## src/rtl/vend_pkg.sv

```systemverilog
// rtl/vend_pkg.sv - shared constants, state encoding and stock helper for the dispense arbiter
package vend_pkg;

  localparam int                 STOCK_W   = 4;
  localparam logic [STOCK_W-1:0] STOCK_MAX = 4'd15;

  localparam logic ITEM_SODA = 1'b0;
  localparam logic ITEM_DIET = 1'b1;

  // FSM encoding kept as plain constants so older blocks can compare raw bits
  typedef logic [1:0] vend_state_t;
  localparam vend_state_t ST_IDLE = 2'd0;
  localparam vend_state_t ST_RUN  = 2'd1;
  localparam vend_state_t ST_DONE = 2'd2;

  // Saturating add used by the restock path; the carry-out flags overflow past STOCK_MAX
  function automatic logic [STOCK_W-1:0] sat_add(input logic [STOCK_W-1:0] a,
                                                 input logic [STOCK_W-1:0] b);
    logic [STOCK_W:0] sum;
    sum = {1'b0, a} + {1'b0, b};
    return sum[STOCK_W] ? STOCK_MAX : sum[STOCK_W-1:0];
  endfunction

endpackage

```

## src/rtl/vend_stock_counter.sv

```systemverilog
// rtl/vend_stock_counter.sv - saturating stock counter for one item
//
// Ports:
//   clk, rst_n  clock, asynchronous active-low reset (count clears to 0)
//   dec         remove one unit (ignored at 0)
//   add, qty    add qty units, saturating at STOCK_MAX
//   cnt         current stock level
module vend_stock_counter
  import vend_pkg::*;
(
  input  logic               clk,
  input  logic               rst_n,
  input  logic               dec,
  input  logic               add,
  input  logic [STOCK_W-1:0] qty,
  output logic [STOCK_W-1:0] cnt
);

  logic [STOCK_W-1:0] after_dec;

  // The decrement is taken first so a simultaneous restock saturates on the reduced level
  assign after_dec = (dec && cnt != '0) ? cnt - STOCK_W'(1) : cnt;

  always_ff @(posedge clk or negedge rst_n) begin
    if (!rst_n) begin
      cnt <= '0;
    end else if (dec || add) begin
      cnt <= add ? sat_add(after_dec, qty) : after_dec;
    end
  end

endmodule

```

## src/rtl/vend_dispense_arbiter.sv

```systemverilog
// rtl/vend_dispense_arbiter.sv - two-panel round-robin vend arbiter with motor timing and stock tracking
//
// Ports:
//   clk, rst_n                     clock, asynchronous active-low reset
//   req_a/req_b, item_a/item_b     panel requests and selected item (0 soda, 1 diet)
//   restock, restock_sel, restock_qty  service-port stock load
//   gnt_*, nack_*, done_*          one-cycle per-panel pulses
//   motor_en, motor_sel            motor drive and chute select
//   busy                           FSM outside IDLE
//   soda_cnt, diet_cnt             stock levels
module vend_dispense_arbiter
  import vend_pkg::*;
#(
  parameter int MOTOR_CYCLES = 4
) (
  input  logic               clk,
  input  logic               rst_n,
  input  logic               req_a,
  input  logic               req_b,
  input  logic               item_a,
  input  logic               item_b,
  input  logic               restock,
  input  logic               restock_sel,
  input  logic [STOCK_W-1:0] restock_qty,
  output logic               gnt_a,
  output logic               gnt_b,
  output logic               nack_a,
  output logic               nack_b,
  output logic               done_a,
  output logic               done_b,
  output logic               motor_en,
  output logic               motor_sel,
  output logic               busy,
  output logic [STOCK_W-1:0] soda_cnt,
  output logic [STOCK_W-1:0] diet_cnt
);

  vend_state_t state;
  logic [3:0]  motor_cnt;
  logic        rr_ptr;     // 0: panel A has priority on a tie, 1: panel B
  logic        owner_b;    // panel that owns the vend in flight

  logic        valid_a, valid_b;
  logic        empty_a, empty_b;
  logic        grant_any, pick_b, grant_item;
  logic        soda_dec, diet_dec, soda_add, diet_add;

  always_comb begin
    valid_a    = 1'b0;
    valid_b    = 1'b0;
    empty_a    = 1'b0;
    empty_b    = 1'b0;
    // A request still held during its own nack cycle is the same request, so it is not re-judged
    if (state == ST_IDLE) begin
      if (req_a && !nack_a) begin
        if ((item_a ? diet_cnt : soda_cnt) != '0) valid_a = 1'b1;
        else                                      empty_a = 1'b1;
      end
      if (req_b && !nack_b) begin
        if ((item_b ? diet_cnt : soda_cnt) != '0) valid_b = 1'b1;
        else                                      empty_b = 1'b1;
      end
    end
    grant_any  = valid_a || valid_b;
    pick_b     = valid_b && (!valid_a || rr_ptr);
    grant_item = pick_b ? item_b : item_a;
    soda_dec   = grant_any && (grant_item == ITEM_SODA);
    diet_dec   = grant_any && (grant_item == ITEM_DIET);
    soda_add   = restock && (restock_sel == ITEM_SODA);
    diet_add   = restock && (restock_sel == ITEM_DIET);
  end

  vend_stock_counter u_soda (
    .clk   (clk),
    .rst_n (rst_n),
    .dec   (soda_dec),
    .add   (soda_add),
    .qty   (restock_qty),
    .cnt   (soda_cnt)
  );

  vend_stock_counter u_diet (
    .clk   (clk),
    .rst_n (rst_n),
    .dec   (diet_dec),
    .add   (diet_add),
    .qty   (restock_qty),
    .cnt   (diet_cnt)
  );

  always_ff @(posedge clk or negedge rst_n) begin
    if (!rst_n) begin
      state     <= ST_IDLE;
      motor_cnt <= '0;
      rr_ptr    <= 1'b0;
      owner_b   <= 1'b0;
      gnt_a     <= 1'b0;
      gnt_b     <= 1'b0;
      nack_a    <= 1'b0;
      nack_b    <= 1'b0;
      done_a    <= 1'b0;
      done_b    <= 1'b0;
      motor_en  <= 1'b0;
      motor_sel <= 1'b0;
      busy      <= 1'b0;
    end else begin
      gnt_a  <= 1'b0;
      gnt_b  <= 1'b0;
      done_a <= 1'b0;
      done_b <= 1'b0;
      nack_a <= empty_a;
      nack_b <= empty_b;
      case (state)
        ST_IDLE: begin
          if (grant_any) begin
            state     <= ST_RUN;
            gnt_a     <= !pick_b;
            gnt_b     <= pick_b;
            owner_b   <= pick_b;
            motor_en  <= 1'b1;
            motor_sel <= grant_item;
            // The grant cycle is the first motor cycle, so the count starts one short
            motor_cnt <= 4'(MOTOR_CYCLES - 1);
            busy      <= 1'b1;
          end
        end
        ST_RUN: begin
          if (motor_cnt == '0) begin
            state    <= ST_DONE;
            motor_en <= 1'b0;
            done_a   <= !owner_b;
            done_b   <= owner_b;
            rr_ptr   <= !rr_ptr;
          end else begin
            motor_cnt <= motor_cnt - 4'd1;
          end
        end
        ST_DONE: begin
          state <= ST_IDLE;
          busy  <= 1'b0;
        end
        default: begin
          state    <= ST_IDLE;
          motor_en <= 1'b0;
          busy     <= 1'b0;
        end
      endcase
    end
  end

endmodule

```

## config.mk

```make
export PLATFORM = sky130hd
export DESIGN_NAME = vend_dispense_arbiter
export DESIGN_NICKNAME = d
export VERILOG_FILES = /design/src/rtl/vend_pkg.sv /design/src/rtl/vend_stock_counter.sv /design/src/rtl/vend_dispense_arbiter.sv
export SDC_FILE = /design/constraint.sdc
export NUM_CORES = 1
export LEC_CHECK = 0
export ABC_AREA = 1
export ABC_CLOCK_PERIOD_IN_PS = 3500
export CAP_MARGIN = 20
export CORE_MARGIN = 5
export CORE_UTILIZATION = 35
export DETAILED_ROUTE_END_ITERATION = 16
export SYNTH_ARGS = -nofsm -noshare
export SYNTH_HDL_FRONTEND = slang
export SYNTH_SLANG_ARGS = --single-unit
export TNS_END_PERCENT = 20
```

## constraint.sdc

```tcl
create_clock -name clk -period 3.5 [get_ports clk]
set_clock_uncertainty 0.15 [all_clocks]
set_input_delay 0.7 -clock clk [delete_from_list [all_inputs] [get_ports clk]]
set_output_delay 0.7 -clock clk [all_outputs]
set_load 0.05 [all_outputs]
```

Word-level counts from Yosys, hierarchy flattened

Cells that the tools add are included.

Register bits: 25
Memories: 0
Logic and storage cells: 100
Bits in writable memories: 0
Latch bits: 0
Bits in read-only memories: 0

Shift operators: 0
Reduce and logical (&&, ||, !) cells: 32
$lt $le $gt $ge: 0
Equality and inequality tests: 5
Div/mod/pow operators: 0
Bitwise operators: 4
Multiply operators: 0
Add/subtract/negate cells: 5
Multiplexer cells: 39

Operator list:

| kind                                                | count |
|---|---|
| 2-to-1 mux 4 bit                                    | 10 |
| 2-to-1 mux 1 bit                                    | 23 |
| nonzero test 4 bit                                  | 4 |
| subtractor 4 x 1 -> 4 bit, second input constant    | 3 |
| adder 4 x 4 -> 5 bit                                | 2 |
| logical AND 1 bit                                   | 9 |
| one-hot mux 4 bit (2 select lines)                  | 1 |
| AND reduction 2 bit                                 | 4 |
| zero test 1 bit                                     | 6 |
| != test 2 bit, second input constant                | 3 |
| AND reduction 3 bit                                 | 2 |
| zero test 4 bit                                     | 1 |
| logical OR 1 bit                                    | 4 |
| 2-to-1 mux 2 bit                                    | 2 |
| inverter 1 bit                                      | 4 |
| one-hot mux 2 bit (2 select lines)                  | 1 |
| one-hot mux 1 bit (3 select lines)                  | 1 |
| equality test 2 x 1 -> 1 bit, second input constant | 1 |
| equality test 2 bit, second input constant          | 1 |
| zero test 2 bit                                     | 1 |
| one-hot mux 1 bit (2 select lines)                  | 1 |
| nonzero test 2 bit                                  | 1 |

Depth between registers and ports, before layout

Gate-level depths: netlist of run 1.

Depth after elaboration: 16
Depth in mapped cells: 19

Hierarchy

Synthesis of run 1 repeated with hierarchy kept, for this count alone.

Cell total of the unflattened synthesis: 236
Area total of the unflattened synthesis: 1725.4 µm²

Modules (own cells, without submodules):

| module                | area each (µm²) | sequential area each (µm²) | cells each | times used |
|---|---|---|---|---|
| vend_stock_counter    | 452.9           | 100.1                      | 68         | 2 |
| vend_dispense_arbiter | 819.5           | 425.4                      | 100        | 1 |

Least setup slack after synthesis of run 1

OpenSTA, ideal clock, no wires.

Path kind: register to register
Start point: reg u_diet.cnt[2]
End point: reg u_soda.cnt[3]
Slack: 0.453 ns
Required time: 3.232 ns
Stages on the path, launching flop included: 16
Path buffers: 0
Arrival: 2.779 ns
Clock period less this slack: 3.047 ns
Library setup time: 0.118 ns
Cells stage by stage: dfrtp_1 > nor2_2 > nand3_2 > nand2_2 > nor2_4 > nand3_1 > nand2_4 > nand4_1 > and2_1 > ha_1 > fa_1 > a21o_1 > a21oi_1 > nand3_1 > nand2_1 > nand2_1

Longest elaborated chain between the ends: 16
Elaborated cells on any way between the ends: 23
Those cells by class: add/sub: 1; mux: 12; bitwise: 1; reduce/logical: 9

RTL lines:

| what                     | line                        | text |
|---|---|---|
| start: declaration       | vend_stock_counter.sv:16    | `output logic [STOCK_W-1:0] cnt` |
| start signal: assignment | vend_stock_counter.sv:28    | `cnt <= add ? sat_add(after_dec, qty) : after_dec;` |
| 2-to-1 mux 4 bit         | vend_dispense_arbiter.sv:56 | `if ((item_a ? diet_cnt : soda_cnt) != '0) valid_a = 1'b1;` |
| nonzero test 4 bit       | vend_dispense_arbiter.sv:56 |  |
| 2-to-1 mux 1 bit         | vend_dispense_arbiter.sv:56 |  |
| 2-to-1 mux 1 bit         | vend_dispense_arbiter.sv:55 | `if (req_a && !nack_a) begin` |
| 2-to-1 mux 1 bit         | vend_dispense_arbiter.sv:54 | `if (state == ST_IDLE) begin` |
| zero test 1 bit          | vend_dispense_arbiter.sv:65 | `pick_b = valid_b && (!valid_a \|\| rr_ptr);` |
| logical OR 1 bit         | vend_dispense_arbiter.sv:65 |  |
| logical AND 1 bit        | vend_dispense_arbiter.sv:65 |  |
| 2-to-1 mux 1 bit         | vend_dispense_arbiter.sv:66 | `grant_item = pick_b ? item_b : item_a;` |
| inverter 1 bit           | vend_dispense_arbiter.sv:67 | `soda_dec = grant_any && (grant_item == ITEM_SODA);` |
| logical AND 1 bit (*)    | vend_dispense_arbiter.sv:67 |  |
| logical AND 1 bit        | vend_stock_counter.sv:22    | `assign after_dec = (dec && cnt != '0) ? cnt - STOCK_W'(1) : cnt;` |
| 2-to-1 mux 4 bit         | vend_stock_counter.sv:22    |  |
| adder 4 x 4 -> 5 bit     | vend_pkg.sv:20              | `sum = {1'b0, a} + {1'b0, b};` |
| 2-to-1 mux 4 bit         | vend_pkg.sv:21              | `return sum[STOCK_W] ? STOCK_MAX : sum[STOCK_W-1:0];` |
| 2-to-1 mux 4 bit         | vend_stock_counter.sv:28    |  |
| end signal: assignment   | vend_stock_counter.sv:28    |  |
| end: declaration         | vend_stock_counter.sv:16    |  |

Mark *: on every way between the ends. The rest lies on a longest branch, timed or not.
A chain may end at the register's enable or synchronous reset.

Worst setup path after layout of run 1

Start point: in item_b
End point: reg u_diet.cnt[1]

Longest elaborated chain between the ends: 13
Elaborated cells on any way between the ends: 15
Those cells by class: add/sub: 1; mux: 8; reduce/logical: 6

RTL lines:

| what                  | line                        | text |
|---|---|---|
| start: declaration    | vend_dispense_arbiter.sv:21 | `input logic item_b,` |
| 2-to-1 mux 4 bit      | vend_dispense_arbiter.sv:60 | `if ((item_b ? diet_cnt : soda_cnt) != '0) valid_b = 1'b1;` |
| nonzero test 4 bit    | vend_dispense_arbiter.sv:60 |  |
| 2-to-1 mux 1 bit      | vend_dispense_arbiter.sv:60 |  |
| 2-to-1 mux 1 bit      | vend_dispense_arbiter.sv:59 | `if (req_b && !nack_b) begin` |
| 2-to-1 mux 1 bit      | vend_dispense_arbiter.sv:54 |  |
| logical AND 1 bit     | vend_dispense_arbiter.sv:65 |  |
| 2-to-1 mux 1 bit      | vend_dispense_arbiter.sv:66 |  |
| logical AND 1 bit (*) | vend_dispense_arbiter.sv:68 | `diet_dec = grant_any && (grant_item == ITEM_DIET);` |
| logical AND 1 bit     | vend_stock_counter.sv:22    |  |
| 2-to-1 mux 4 bit      | vend_stock_counter.sv:22    |  |
| adder 4 x 4 -> 5 bit  | vend_pkg.sv:20              |  |
| 2-to-1 mux 4 bit      | vend_pkg.sv:21              |  |
| 2-to-1 mux 4 bit      | vend_stock_counter.sv:28    |  |

Marks and branches as above.

==> out/metrics.cfg, run 1 <==
[status]
status=finished, final reports clean

[power]
power.leakage_nw=1.10
p_per_area_nw_per_um2=964
ir_drop_mv=0.257

[logic_synthesis]
synth_most_common_cell=nand2_1
ys_ff_latch=25
yosys.area_share.adder_pct=10.9
netlist_area_um2=1640
dominantRegCellSynth=dfrtp_1
syn_inst=204
yosysTopAreaCellShare_pct=38.3
synth_top_family_by_area=simple AND/OR/NAND/NOR gates
synth_edf_count=0
synthTopCellsByArea=dfrtp_1 (38%), nand2_1 (9.4%), ha_1 (8.4%)
synth.net_count=229
yosysWarnings=0
synthXorXnorAreaFrac_pct=2.68
async_flop_share_pct=100
yosysSeqAreaShare_pct=38.3
synth_area_leader_cell=dfrtp_1
synth_common_cells=nand2_1 (41), inv_1 (31), dfrtp_1 (25), nand3_1 (15), nor2_1 (14)
muxShareOfSynthArea_pct=0
synth.distinct_cells=28
synth_compound_area_share_pct=7.80
syn_area_per_cell_um2=8.02
synthSimpleGateAreaFrac_pct=32.4

[finish]
n_antenna_cell=0
area.growth.synth_to_final_pct=32.0
nets=278
drive_gt1_share_pct=15.9

[place]
place_hpwl_um=2830
io_buffers=28
dp_slack_ps=-162
finalWeightedCongestion=0.779

[sta]
setup_violations=0
finalCritPeriodShare_pct=94.1
rsz0062_at_grt=true
slew_headroom_pct=66.6
slew_viol_final=0
worst_slack_ps=207
max_slew.worst_pin.slew_ps=499
period_needed_ps=3290
hold_violations=0
fin_hold_ws_ps=277
fmax_mhz=304

[grt]
use_met2_pct=20.3
antenna_found_initial=0
grt_pass1_vias=1378
grt_util_met3_pct=2.29
grt_pass1_wl_um=6110
top_usage_layer=met2
grt_max_degree=26
gr-usage-all-layers_pct=12.4
gr-usage-met1_pct=16.1
overflow=0

[worst_setup_path]
cp-end-kind=flop
cp_data_required_time_ps=3510
arrival_ps=3300
slowest_stage=clkdlybuf4s50_1
cp_cell_sequence=clkdlybuf4s50_1 -> inv_1 -> nand3_1 -> nand2_2 -> nor2_4 -> nand2_2 -> nand2_1 -> nand2_2 -> nand3_2 -> nand2_1 -> and2_1 -> ha_1 -> fa_1 -> nand2_1 -> inv_1 -> o21a_1 -> o31ai_1 -> nand2_1
crit_type=input pin to flop
cp-start-kind=input pin
path_max_fanout=4
cpMostUsedCell=nand2_1
cp_slowest_stage_delay_ps=490

[clock_network]
clk_latency_ps=270
cts.clk_slew.worst_paths_ps=80
ctsRootBufferMaster=clkbuf_8
cts_tree=yes
cts_max_level=1
hold_buffers=0
clock-sinks=25
cts_buffers=3
clock_path_buffers=2

[route]
drt_wl_total_um=3400
first_pass_iters=4
drt-initial-drc-count=77
num_vias=1421
drcViolationCount=0
ant_nets=0
wl_per_cell_um=11.2
vias_per_cell=4.67

[floorplanning]
dieHeight_um=78.4
initial_utilization_pct=36.8
die_area_um2=6140
ios=29
rows=24
core_area_um2=4440
die_w_um=78.4

[min_path]
hold_path.class=flop to flop

[job]
cap_violations=0

metrics by stage:
stage          cell area (um^2)  utilization, %  TNS (ps)  instances  total power [mW]
2_1_floorplan              1640               -         0        204              1.49
3_3_place_gp               2100            47.2      -731        300              1.91
3_5_place_dp               2100            47.2      -924        300              1.91
4_1_cts                    2140            48.2         0        304              2.09
5_1_grt                    2160            48.6     -18.7        304              2.27
6_report                   2160            48.6         0        304              2.08
worst max-delay path: cells and delay by family:
kind | cells | cell delay (ps)
adders and majority gates | 2 | 580
and+or+nand+nor | 11 | 990
AOI/OAI and AO/OA | 2 | 420
buffers and inverters | 3 | 590
final timing paths:
kind / end / slack [ps] / start / cells after the start
min in group asynchronous: state[0] / 640 / rst_n / 2
setup / recovery: u_diet.cnt[1] / 210 / item_b / 18
hold / removal: done_a / 280 / owner_b / 1
hold reg to reg: done_a / 280 / owner_b / 1
max in group asynchronous: busy / 2310 / rst_n / 2
setup reg to reg: u_diet.cnt[1] / 540 / u_diet.cnt[0] / 16
flip-flops by register name (all words and copies together) (netlist names), 2 cells and up:
signal      count
motor_cnt       4
u_diet.cnt      4
u_soda.cnt      4
state           2
area by class of cell:
type / count / area [um^2]
Fill cell: 444 / 2290
Multi-Input combinational cell: 146 / 892
Sequential cell: 25 / 626
Timing Repair Buffer: 45 / 410
Inverter: 32 / 120
Tap cell: 52 / 65.1
Clock buffer: 4 / 45.0
routing by layer:
layer  vias to the layer above  routed length [um]
met3                         5                 151
met2                        27                1540
met4                         0                  65
li1                        758                   -
met5                         -                   0
met1                       631                1640
cell families after synthesis:
group	count (synthesis)
AND/OR/NAND/NOR	106
buffers and inverters	33
flip-flops	25
AO/OA/AOI/OAI	22
adder cells (fa/ha/maj)	13
XOR/XNOR	5
timing repair:
action	4_1_cts	5_1_grt
gates resized for setup	0	5
setup buffers	0	0
hold endpoints to repair	0	0
endpoints found under the setup margin	0	8
layout by cell type, fill, tap and decap left out, drive strengths merged:
cell           count
a21o               3
a21oi             11
a22oi              1
and2               7
and3               1
buf               17
clkbuf             4
clkdlybuf4s50     27
dfrtp             25
dlymetal6s2s       1
fa                 2
ha                11
inv               32
nand2             47
nand3             18
nand4             10
nor2              18
nor3               3
o21a               1
o21ai              4
o31ai              2
or2                2
xnor2              3
xor2               2
where the power goes:
part / leakage, nW / switching (mW) / internal [mW]
logic: 0.774 / 0.849 / 0.564
registers: 0.305 / 0.0895 / 0.408
clock network: 0.0228 / 0.0891 / 0.0815
No activity file was read; power rests on OpenSTA's default activity.
==> run 2, diff against run 1 <==
Settings changed: ABC_AREA 1 to unset, MAX_ROUTING_LAYER set to met4.
==> run 2 against run 1 <==
Against the previous run: the flow now finishes with violations (negative setup slack); clock-buffer cell count decreased by 1; synthesized cell count down 16%; critical path depth shrank 4; die area grew 3.1%; routed wire length is 16% higher; design area rose by 18%; clock power about the same; non-clock buffer count increased by 32; cell count is 3.3% higher; utilization up 5.4 points; sequential power decreased by 3%; fmax decreased by 7.8%; critical path type unchanged; highest routed layer unchanged.
==> out/metrics.cfg, run 2 <==
[floorplanning]
dieHeight_um=79.5  ; was 78.4 um
ios=29  ; unchanged
rows=25  ; was 24
die_w_um=79.5  ; was 78.4 um
die_area_um2=6330  ; was 6140 um^2
core_area_um2=4720  ; was 4440 um^2
initial_utilization_pct=35.8  ; was 36.8%

[sta]
period_needed_ps=3570  ; was 3290 ps
fmax_mhz=280  ; was 304 MHz
slew_headroom_pct=66.9  ; was 66.6%
slew_viol_final=0  ; unchanged
max_slew.worst_pin.slew_ps=494  ; was 499 ps
worst_slack_ps=-70.6  ; was 207 ps
hold_violations=0  ; unchanged
rsz0062_at_grt=true  ; unchanged
setup_violations=7  ; was 0
finalCritPeriodShare_pct=102  ; was 94.1%

[power]
power.leakage_nw=1.12  ; was 1.10 nW
p_per_area_nw_per_um2=804  ; was 964 nW/um^2
ir_drop_mv=0.404  ; was 0.257 mV

[route]
drt-initial-drc-count=28  ; was 77
top_layer=met4  ; unchanged
drcViolationCount=0  ; unchanged
ant_nets=0  ; unchanged
wl_per_cell_um=12.6  ; was 11.2 um
wl_met1_um=1800  ; was 1640 um
wl_met3_um=150  ; was 151 um
wl_met2_um=1930  ; was 1540 um
drt_wl_total_um=3940  ; was 3400 um
num_vias=1576  ; was 1421
vias_per_cell=5.02  ; was 4.67
first_pass_iters=4  ; unchanged

[finish]
drive_gt1_share_pct=35.6  ; was 15.9%
area.growth.synth_to_final_pct=50.6  ; was 32.0%
layout_common_cells=buf_4 (47), clkdlybuf4s50_1 (24), dfrtp_1 (20), nand2_1 (14), nor2_1 (11)  ; was nand2_1 (41), inv_1 (31), clkdlybuf4s50_1 (27), dfrtp_1 (25), buf_4 (17)
reg.largest.list=motor_cnt (4), u_diet.cnt (4), u_soda.cnt (4)  ; unchanged
n_antenna_cell=0  ; unchanged
nets=273  ; was 278
final_cells=314  ; was 304
final_common_cell=buf_4  ; was nand2_1

[logic_synthesis]
synth.distinct_cells=45  ; was 28
synth.net_count=197  ; was 229
syn_inst=172  ; was 204
yosysTopAreaCellShare_pct=37.0  ; was 38.3%
synth_edf_count=0  ; unchanged
netlist_area_um2=1690  ; was 1640 um^2
syn_area_per_cell_um2=9.84  ; was 8.02 um^2
yosysSeqAreaShare_pct=37.0  ; was 38.3%
synthTopCellsByArea=dfrtp_1 (37%), ha_1 (8.1%), nor2_1 (3.5%)  ; was dfrtp_1 (38%), nand2_1 (9.4%), ha_1 (8.4%)
dominantRegCellSynth=dfrtp_1  ; unchanged
synth_most_common_cell=dfrtp_1  ; was nand2_1
async_flop_share_pct=100  ; unchanged
synth_common_cells=dfrtp_1 (25), nor2_1 (16), nand2_1 (14), inv_1 (12), ha_1 (11)  ; was nand2_1 (41), inv_1 (31), dfrtp_1 (25), nand3_1 (15), nor2_1 (14)
synth_area_leader_cell=dfrtp_1  ; unchanged
yosysWarnings=0  ; unchanged
ys_ff_latch=25  ; unchanged

[clock_network]
clock_path_buffers=2  ; unchanged
ctsRootBufferMaster=clkbuf_8  ; unchanged
cts_buffers=3  ; unchanged
cts.clk_slew.worst_paths_ps=80  ; about the same
cts_tree=yes  ; unchanged
cts_max_level=1  ; unchanged
clock-sinks=25  ; unchanged
clk_latency_ps=270  ; about the same
hold_buffers=0  ; unchanged

[grt]
grt_max_degree=26  ; unchanged
grt_pass1_wl_um=6890  ; was 6110 um
grt_pass1_vias=1565  ; was 1378
gr-usage-all-layers_pct=14.0  ; was 12.4%
antenna_found_initial=0  ; unchanged
overflow=0  ; unchanged

[worst_setup_path]
path_max_fanout=3  ; was 4
cp-start-kind=input pin  ; unchanged
crit_type=input pin to flop  ; unchanged
cp-end-kind=flop  ; unchanged
cp_data_required_time_ps=3500  ; was 3510 ps
arrival_ps=3570  ; was 3300 ps
reg2regPathDepth=13  ; was 16

[place]
place_hpwl_um=2940  ; was 2830 um
dp_slack_ps=-854  ; was -162 ps
finalWeightedCongestion=0.812  ; was 0.779
place_inst=298  ; was 300
io_buffers=28  ; unchanged

[status]
status=complete, but fails checks  ; was finished, final reports clean
violations=negative setup slack

[min_path]
hold_depth=1  ; unchanged
hold_path.class=flop to flop  ; unchanged

[job]
cap_violations=0  ; unchanged

run 2: cell types whose count changed after synthesis, sizes merged, moves of 6 or more:
cell / before / now
nand2: 47 / 14
inv: 32 / 12
nand3: 18 / 3
nand4: 10 / 0
nor4: 0 / 6
run 2: logic make-up (layout without fill, tap and decap cells):
logic type	Yosys count	in the layout	synth area share (%)
buffers and inverters	18	93	5.47
multiplexers	3	3	1.85
AND/OR/NAND/NOR	56	56	17.9
flip-flops	25	25	37.0
adder cells (fa/ha/maj)	13	13	10.5
AO/OA/AOI/OAI	49	49	23.2
XOR/XNOR	8	8	4.14
run 2: per-layer routing:
metal  GRT usage, %  vias to the layer above
met5              -                        -
met4           4.81                        0
met3           2.14                        6
met2           22.9                       30
met1           17.5                      764
li1               -                      776
run 2: repair_timing:
item / CTS / global route
setup endpoints to repair: 8 / 8
gates cloned: 0 / 0
resized for setup: 21 / 15
buffers inserted: 6 / 9
pin swaps: 14 / 24
endpoints found under the hold margin: 0 / 0
run 2: final timing paths:
kind	startpoint	end	slack, ps
worst max-delay path	req_a	u_soda.cnt[1]	-70
worst min-delay path	owner_b	done_a	300
worst max register to register	nack_a	u_soda.cnt[1]	-50
worst min register to register	owner_b	done_a	300
max in group asynchronous	rst_n	u_soda.cnt[0]	2280
min in group asynchronous	rst_n	motor_cnt[2]	650
run 2: report_power, final:
part / internal [mW] / switching [mW] / total (mW)
clock: 0.0795 / 0.0895 / 0.169
combinational: 0.647 / 0.751 / 1.40
sequential: 0.396 / 0.0848 / 0.481
run 2: cell type report:
cell class,instances,area [um^2]
clock buffer,3,41.3
clock inverter,1,5.00
fill,440,2170
inverter,12,47.5
multi-input combinational,129,1080
sequential,25,632
tap,67,83.8
timing repair buffer,77,658
run 2: worst max-delay path: stages:
cell and delay, ps:
buf_6 60, or4b_4 490, a311oi_4 270, buf_4 170
a22oi_2 80, nor2_2 140, xnor2_1 100, ha_2 200
fa_2 350, a21o_1 170, a211o_1 350, nor2_2 110
a21oi_1 50, a311o_1 320
run 2: per-stage QoR:
step / power, mW / cell area, um^2 / hold WS [ps] / TNS (ps) / util (%)
floorplan: 1.32 / 1730 / 254 / -1730 / -
global placement: 1.75 / 2320 / 290 / -5870 / 49.1
detailed placement: 1.76 / 2320 / 284 / -6040 / 49.1
CTS: 2.00 / 2450 / 295 / -689 / 51.8
global route: 2.22 / 2550 / 321 / -1300 / 54.0
finish: 2.05 / 2550 / 301 / -306 / 54.0
==> run 3, diff against run 2 <==
Settings changed: PLACE_DENSITY_LB_ADDON set to 0.15.
==> run 3 against run 2 <==
Against the previous run: the flow still finishes with violations (negative setup slack); clock-buffer cell count increased by 1; power about the same; worst setup slack got worse by 100 ps; first-iteration DRC count increased by 64%; sequential share of layout area increased by 0.46 points; largest power group unchanged.
==> out/metrics.cfg, run 3 (synthesis gave the netlist of run 2 again) <==
[sta]
period_needed_ps=3670  ; was 3570 ps
rsz0062_at_grt=true  ; unchanged
fmax_mhz=272  ; was 280 MHz
slew_headroom_pct=66.8  ; was 66.9%
hold_violations=0  ; unchanged
setup_violations=7  ; unchanged
slew_viol_final=0  ; unchanged
worst_slack_ps=-170  ; was -70.6 ps
max_slew.worst_pin.slew_ps=497  ; was 494 ps
finalCritPeriodShare_pct=105  ; was 102%

[power]
power.leakage_nw=1.08  ; was 1.12 nW
ir_drop_mv=0.302  ; was 0.404 mV
finalPower_mw=2.05  ; about the same
p_per_area_nw_per_um2=818  ; was 804 nW/um^2

[finish]
reg.largest.list=motor_cnt (4), u_diet.cnt (4), u_soda.cnt (4)  ; unchanged
final_common_cell=buf_4  ; unchanged
n_antenna_cell=0  ; unchanged
layout_common_cells=buf_4 (39), clkdlybuf4s50_1 (24), dfrtp_1 (20), nand2_1 (14), inv_1 (10)  ; was buf_4 (47), clkdlybuf4s50_1 (24), dfrtp_1 (20), nand2_1 (14), nor2_1 (11)
final_cells=306  ; was 314
area.growth.synth_to_final_pct=47.8  ; was 50.6%
drive_gt1_share_pct=35.6  ; about the same
nets=265  ; was 273

[clock_network]
clk_latency_ps=270  ; about the same
cts_buffers=3  ; unchanged
clock_path_buffers=2  ; unchanged
ctsRootBufferMaster=clkbuf_8  ; unchanged
cts_max_level=1  ; unchanged
hold_buffers=0  ; unchanged
cts.clk_slew.worst_paths_ps=90  ; was 80 ps
cts_tree=yes  ; unchanged
clock-sinks=25  ; unchanged

[worst_setup_path]
slowest_stage=or4b_4  ; unchanged
crit_type=input pin to flop  ; unchanged
cp-end-kind=flop  ; unchanged
cp_slowest_stage_delay_ps=490  ; about the same
critPathBufInv=2  ; unchanged
path_max_fanout=3  ; unchanged
arrival_ps=3680  ; was 3570 ps
worst_path_dominant_cell_family=compound AO/OA/AOI/OAI gates  ; unchanged
cp-start-kind=input pin  ; unchanged
cp_data_required_time_ps=3510  ; was 3500 ps
cp_cell_sequence=buf_6 -> or4b_4 -> a311oi_4 -> buf_4 -> a22oi_2 -> nor2_2 -> xnor2_1 -> ha_2 -> fa_2 -> a21o_1 -> a211o_4 -> nor2_4 -> nor4_2 -> a311o_1  ; was buf_6 -> or4b_4 -> a311oi_4 -> buf_4 -> a22oi_2 -> nor2_2 -> xnor2_1 -> ha_2 -> fa_2 -> a21o_1 -> a211o_1 -> nor2_2 -> a21oi_1 -> a311o_1

[floorplanning]
die_area_um2=6330  ; unchanged
rows=25  ; unchanged
initial_utilization_pct=35.8  ; unchanged
die_w_um=79.5  ; unchanged
core_area_um2=4720  ; unchanged
ios=29  ; unchanged
dieHeight_um=79.5  ; unchanged

[status]
status=complete, but fails checks  ; unchanged
violations=negative setup slack  ; unchanged

[route]
ant_nets=0  ; unchanged
drcViolationCount=0  ; unchanged
drt_wl_total_um=4020  ; was 3940 um
first_pass_iters=4  ; unchanged
num_vias=1542  ; was 1576
wl_per_cell_um=13.2  ; was 12.6 um
vias_per_cell=5.04  ; was 5.02
drt-initial-drc-count=46  ; was 28

[grt]
overflow=0  ; unchanged
grt_max_degree=26  ; unchanged
antenna_found_initial=0  ; unchanged
gr-usage-all-layers_pct=13.4  ; was 14.0%
grt_pass1_wl_um=6690  ; was 6890 um
grt_pass1_vias=1577  ; was 1565

[job]
cap_violations=0  ; unchanged

[place]
io_buffers=28  ; unchanged
finalWeightedCongestion=0.799  ; was 0.812
place_hpwl_um=3040  ; was 2940 um
place_inst=294  ; was 298

[min_path]
hold_path.class=flop to flop  ; unchanged

==> run 3: layout make-up <==
class	count	area (um^2)
Clock buffer	4	45.0
Inverter	12	47.5
Timing Repair Buffer	69	593
Tap cell	67	83.8
Sequential cell	25	632
Fill cell	429	2220
Multi-Input combinational cell	129	1100
==> run 3: worst paths after layout <==
kind | from | to | slack, ps | depth (start not counted)
max in group asynchronous | rst_n | u_diet.cnt[2] | 2290 | 2
min in group asynchronous | rst_n | motor_cnt[0] | 640 | 2
worst min register to register | owner_b | done_a | 300 | 1
worst max-delay path | req_a | u_soda.cnt[1] | -170 | 14
worst max register to register | state[0] | u_soda.cnt[1] | -150 | 13
worst min-delay path | owner_b | done_a | 300 | 1
==> run 3: routing by layer <==
metal | GRT usage [%] | share of wire [%] | routed length (um) | vias up
met5 | - | 0 | 0 | -
met4 | 6.53 | 2.0 | 79 | 0
met3 | 1.69 | 3.1 | 126 | 10
met2 | 24.8 | 54 | 2180 | 33
met1 | 13.9 | 41 | 1630 | 742
li1 | - | - | - | 757
==> run 3: where the power goes <==
group	total (mW)	switching, mW	internal (mW)	leakage (nW)
clock network	0.172	0.0908	0.0814	0.0228
registers	0.483	0.0873	0.396	0.291
logic	1.39	0.760	0.631	0.767
total	2.05	0.938	1.11	1.08
==> run 3: worst register-to-register path, stage by stage (launching register included) <==
cell and delay [ps]:
dfrtp_1 410, or4b_4 570, a311oi_4 250, buf_4 170
a22oi_2 90, nor2_2 170, xnor2_1 100, ha_2 210
fa_2 390, a21o_1 170, a211o_4 370, nor2_4 140
nor4_2 60, a311o_1 310
==> run 3: per-stage QoR <==
stage / hold WS, ps / instance area [um^2] / setup TNS, ps / utilization (%) / setup slack [ps]
2_1_floorplan: 254 / 1730 / -1730 / - / -330
3_3_place_gp: 297 / 2290 / -5850 / 48.5 / -823
3_5_place_dp: 299 / 2290 / -6210 / 48.5 / -859
4_1_cts: 310 / 2400 / -779 / 50.7 / -215
5_1_grt: 337 / 2500 / -1700 / 53.0 / -296
6_report: 303 / 2500 / -723 / 53.0 / -170
==> run 3: repair_timing <==
action | 4_1_cts | 5_1_grt
buffers inserted | 4 | 6
gates resized for setup | 21 | 21
pin swaps | 16 | 24
setup endpoints to repair | 8 | 8
